[config.mk]
export PLATFORM = sky130hd
export DESIGN_NAME = sum_capture_fifo
export DESIGN_NICKNAME = d
export VERILOG_FILES = /design/src/rtl/adder_pkg.sv /design/src/rtl/sum_capture_fifo.sv
export SDC_FILE = /design/constraint.sdc
export NUM_CORES = 1
export LEC_CHECK = 0
export ABC_AREA = 1
export CORE_ASPECT_RATIO = 0.5
export CORE_MARGIN = 2
export CORE_UTILIZATION = 49
export CTS_CLUSTER_DIAMETER = 200
export DETAILED_ROUTE_END_ITERATION = 10
export GPL_TIMING_DRIVEN = 0
export PLACE_DENSITY = 0.76
export SYNTH_ARGS = -nofsm -noshare
export SYNTH_HDL_FRONTEND = slang
export SYNTH_SLANG_ARGS = --single-unit
[constraint.sdc]
create_clock -name clk -period 3.8 [get_ports clk]
set_input_delay 0.38 -clock clk [delete_from_list [all_inputs] [get_ports clk]]
set_output_delay 0.38 -clock clk [all_outputs]
set_load 0.05 [all_outputs]
[src/rtl/adder_pkg.sv]
// Shared adder definitions: operand width, sum width (operand sum plus carry-out)
// and the sum type used by the adder and its capture FIFO.
package adder_pkg;

    localparam int unsigned OPND_W = 64;
    localparam int unsigned SUM_W  = OPND_W + 1;

    typedef logic [SUM_W-1:0] sum_t;

endpackage

[src/rtl/sum_capture_fifo.sv]
// First-word-fall-through FIFO capturing adder results, with a saturating
// count of accepted sums whose carry-out bit is set.
module sum_capture_fifo #(
    parameter int unsigned DEPTH  = 4,
    parameter int unsigned SUM_W  = adder_pkg::SUM_W,
    parameter int unsigned CCNT_W = 16
) (
    input  logic                      clk,
    input  logic                      rst_n,
    input  logic                      in_valid,
    input  logic [SUM_W-1:0]          in_sum,
    output logic                      in_ready,
    output logic                      out_valid,
    output logic [SUM_W-1:0]          out_sum,
    input  logic                      out_ready,
    output logic [$clog2(DEPTH):0]    level,
    output logic [CCNT_W-1:0]         carry_cnt,
    input  logic                      clr_cnt
);

    localparam int unsigned PW = $clog2(DEPTH);
    localparam int unsigned LW = PW + 1;

    logic [SUM_W-1:0] mem [DEPTH];
    logic [PW-1:0]    wr_ptr;
    logic [PW-1:0]    rd_ptr;
    logic             push;
    logic             pop;

    // Flags derive only from the registered level, so out_ready never reaches in_ready.
    always_comb begin
        in_ready  = (level != LW'(DEPTH));
        out_valid = (level != '0);
        out_sum   = mem[rd_ptr];
        push      = in_valid && in_ready;
        pop       = out_valid && out_ready;
    end

    always_ff @(posedge clk) begin
        if (!rst_n) begin
            wr_ptr <= '0;
            rd_ptr <= '0;
            level  <= '0;
        end else begin
            if (push) begin
                wr_ptr <= wr_ptr + PW'(1);
            end
            if (pop) begin
                rd_ptr <= rd_ptr + PW'(1);
            end
            if (push && !pop) begin
                level <= level + LW'(1);
            end else if (pop && !push) begin
                level <= level - LW'(1);
            end
        end
    end

    // Storage is not reset; contents behind an empty FIFO are never presented as valid.
    always_ff @(posedge clk) begin
        if (rst_n && push) begin
            mem[wr_ptr] <= in_sum;
        end
    end

    always_ff @(posedge clk) begin
        if (!rst_n || clr_cnt) begin
            carry_cnt <= '0;
        end else if (push && in_sum[SUM_W-1] && (carry_cnt != '1)) begin
            carry_cnt <= carry_cnt + CCNT_W'(1);
        end
    end

endmodule

# Yosys cells after proc, flatten, opt, wreduce, memory -nomap -nowiden
# Memory sizes are Yosys's and may differ from the RTL's. A register that Yosys moved wholly into a read port is not among the register bits.
# Cells that the tools add are included.
[classes]
add_sub_neg = 5
multipliers = 0
n_div = 0
order_cmp = 0
eq_ne = 2
shifts = 0
muxes = 6
n_bitwise = 0
reduce_logical = 13
[ops]
columns = ["op", "count"]
rows = [
  ["16-bit by 1-bit adder with 16-bit output (second input constant)", 1],
  ["16-bit != test (second input constant)", 1],
  ["1-bit logical AND", 7],
  ["3-bit two-way mux", 2],
  ["2-bit by 1-bit adder with 2-bit output (second input constant)", 2],
  ["2-bit two-way mux", 2],
  ["3-bit by 1-bit adder with 3-bit output (second input constant)", 1],
  ["1-bit logical NOT", 3],
  ["3-bit != test (second input constant)", 1],
  ["3-bit nonzero test", 1],
  ["3-bit by 1-bit subtractor with 3-bit output (second input constant)", 1],
  ["1-bit two-way mux", 2],
  ["2-bit nonzero test", 1],
  ["1-bit logical OR", 1],
]
[totals]
reg_bits = 23
latchBits = 0
mem_bits_rw = 260
romBits = 0
inputBits = 70
output_inout_bits = 86
memories = 1
[memory_table]
columns = ["name", "depth", "width", "rd", "rd_ports_with_merged_regs", "write_ports", "line", "rtl"]
rows = [
  ["mem", 4, 65, 1, 1, 1, "sum_capture_fifo.sv:24", "logic [SUM_W-1:0] mem [DEPTH];"],
]

# Logic depth before layout (Yosys ltp)
[logic_depth]
word_depth = 6
ltp_mapped = 11
depth_no_buf = 11

# Worst setup path before layout
# OpenSTA, ideal clock, no wires.
[synth_timing]
path_kind = "reg-to-reg"
start = "register level[1]"
end = "memory mem[0][0] (netlist name), enable pin"
setup_ns = 0.488
arrival_ns = 4.384
slack_ns = -1.072
stages_incl_launch_ff = 7
period_less_slack_ns = 4.872
cell_sequence = "dfxtp_1 inv_1 nand3_1 nand2_1 inv_1 nand2_1 nor2_1"
[synth_via]
elab_chain_cells = 5
[synth_rtl]
columns = ["element", "line", "rtl"]
rows = [
  ["start, declared", "sum_capture_fifo.sv:16", "output logic [$clog2(DEPTH):0] level,"],
  ["start signal, assigned", "sum_capture_fifo.sv:52", "level <= level + LW'(1);"],
  ["start signal, assigned", "sum_capture_fifo.sv:54", "level <= level - LW'(1);"],
  ["3-bit != test", "sum_capture_fifo.sv:32", "in_ready = (level != LW'(DEPTH));"],
  ["net in_ready", "sum_capture_fifo.sv:12", "output logic in_ready,"],
  ["1-bit logical AND", "sum_capture_fifo.sv:35", "push = in_valid && in_ready;"],
  ["net push", "sum_capture_fifo.sv:27", "logic push;"],
  ["1-bit logical AND", "sum_capture_fifo.sv:61", "if (rst_n && push) begin"],
  ["1-bit two-way mux", "sum_capture_fifo.sv:61", ""],
  ["1-bit two-way mux (implied by the code)", "sum_capture_fifo.sv:62", "mem[wr_ptr] <= in_sum;"],
  ["end, declared", "sum_capture_fifo.sv:24", ""],
]
# The timed path passes the listed nets, and every way through them passes these cells.

==> metrics <==
H-Tree Level Count 1; setup bufs post-CTS 0; status finished clean; Lkg Pwr 4.60 nW; fin crit period ~3.5 ns; CTS tree done; Avg WL per Cell 18.8 um; final cell count without fillers between 1000 and 1500; fraction of layout instances using a drive strength above 1 7.64%; Synthesis Warnings 0; clk_skew 0.0153 ns; critical path class reg -> out; internal power just under 0.006 W; Pwr Total 0.00921 W; Synth Register Bits 285; final net count 1105; DR pass1 iterations 4; Skew-Pair Late Insertion Delay 0.53 ns; initial antenna violation count 1; Crit path max-delay family buffers and inverters; CP Capture Type output pin; total global-route track usage 21.1%; leading cell type in the layout, fill and taps excluded edfxtp_1; Root Driver clkbuf_16; drt total wl 25300 um; CP bufs+invs 3; dpl cells 1301; Mapped Cells 836; most frequent cells in the layout edfxtp_1 (260), nor2_1 (173), clkdlybuf4s50_1 (155); Critical Path RT 3.42 ns; Placement Rows 38; vias per inst 5.40; synthesis-to-finish area growth 27.4%; synth unique cells 27; Clock Sinks 285; NetSw 0.00331 W; DRC 0; CP cell instances clkbuf_1, clkbuf_1, o21ai_0, o22ai_1, clkdlybuf4s50_1; Final Cycle Share 92.8%; Max FO, Critical Path 10; Avg Inst Size Synth 13.1 um^2; Comb power frac 33.4%; Port-buffer cells 155; deepest clock path buffer count 3; Worst path slowest cell clkdlybuf4s50_1; vias 7274; Slew HR 55.5%; Mapped Area 10900 um^2; fmax 284 MHz; CP dominant cell by count clkbuf_1; pwr/cell area 661 nW/um^2; startpoint types flip-flop; die area approximately 24000 um^2; core area 21800 um^2; RSZ-0062 raised after global routing false; Final ANT Viol Nets 0; crit-path max cell delay approximately 0.87 ns; Die H 110 um; Max-cap violations 0; Max Slew Vio Count 0; largest net degree at the start of global routing 29; Final Hold Violating Endpoints 0; hpwl dp 16300 um; die width 215 um; initial DRC count a little under 600; Post-CTS Resized 0; I/O pin cnt between 150 and 200; number of global-route vias before repair 7168; starting density of the core 50.2%; GPL Wtd Cong roughly 0.84; worst hold path type in -> reg; fillers approximately 1600; register area share after synthesis 76.0%; Seq pwr share 39.9%; area occupied by multi-input gates 2350 um^2; setup violators final 0; TritonCTS Buffers 25; Register Area slightly above 8000 um^2; Worst-path clk slew 0.07 ns; Synthesized Nets 913; Clock Power Share 26.7%; first-pass GRT wire length around 38000 um; gr ovfl total 0; worst-margin pin slew roughly 0.67 ns; r2r setup slk between 1 and 1.5 ns; worst vdd ir 374 uV; WP data arrival approximately 3.2 ns; Net Sw Frac between 30% and 40%; Post-CTS Hold Buffers 0
stage by stage:
step | setup slack [ns] | utilization [%] | hold WS [ns] | setup TNS (ns) | instance area (um^2)
global route | 0.0956 | 64.0 | 0.473 | 0 | 13900
global placement | -2.78 | 59.1 | 0.497 | -695.96 | 12900
finish | 0.273 | 64.0 | 0.488 | 0 | 13900
CTS | 0.250 | 64.0 | 0.466 | 0 | 13900
floorplan | -1.07 | - | 0.479 | -278.66 | 10900
detailed placement | 0.813 | 60.3 | 0.520 | 0 | 13100
logic make-up after synthesis:
logic type               count (synthesis)  synth area share (%)
AO/OA/AOI/OAI                          219                  10.8
adder cells (fa/ha/maj)                  7                 0.869
buffers and inverters                   72                  2.83
flip-flops                             285                  76.0
AND/OR/NAND/NOR                        253                  9.51
final cells by class:
type                       instances  area share [%]
antenna                            1          0.0180
buffer                            46            1.52
clock buffer                      33            5.00
clock inverter                    13           0.710
inverter                          26           0.701
multi-input combinational        479            16.9
sequential                       285            59.6
tap                              300            2.69
timing repair buffer             165            12.8
Yosys cell counts, drive strengths merged:
| cell type | n | area (um^2) |
|---|---|---|
| fa | 1 | 20.0 |
| and3 | 1 | 6.26 |
| buf | 16 | 98.8 |
| nand2 | 41 | 164 |
| a21oi | 18 | 97.6 |
| o21ai | 136 | 681 |
| nand3 | 21 | 110 |
| ha | 6 | 75.1 |
| dfxtp | 25 | 500 |
| nor2 | 180 | 688 |
| edfxtp | 260 | 7810 |
| nor3 | 5 | 36.3 |
| clkbuf | 30 | 113 |
| inv | 26 | 97.6 |
| nand4 | 1 | 6.26 |
| nand3b | 3 | 22.5 |
| or2 | 1 | 6.26 |
| o22ai | 65 | 407 |
worst paths after layout:
check	start	endpoint	depth (start not counted)
setup reg to reg	level[1]$_SDFFE_PN0P_	mem[0][14]$_DFFE_PP_	8
hold / removal	in_sum[29]	mem[1][29]$_DFFE_PP_	1
hold reg to reg	carry_cnt[1]$_SDFFE_PP0P_	carry_cnt[1]$_SDFFE_PP0P_	2
setup / recovery	flip-flop	out_sum[57]	5
registers in the layout, indices dropped and copies added (netlist names), named ones only:
| signal | flops |
|---|---|
| wr_ptr | 2 |
| rd_ptr | 2 |
| carry_cnt | 16 |
| level | 3 |
| mem | 260 |
layer usage:
layer | vias to the layer above | share of wire, % | GRT usage (%)
met1 | 3561 | 42 | 27.2
met2 | 217 | 50 | 37.1
met3 | 44 | 5.4 | 3.90
li1 | 3452 | - | -
met4 | 0 | 2.0 | 6.11
met5 | - | 0 | 0
power groups by stage:
stage	Sequential, W	Combinational [W]	Clock (W)
floorplan	0.00380	0.00186	0
global placement	0.00377	0.00297	0
detailed placement	0.00375	0.00308	0
CTS	0.00368	0.00309	0.00249
global route	0.00369	0.00324	0.00261
finish	0.00368	0.00307	0.00246
Power figures use the tool's default switching activity.
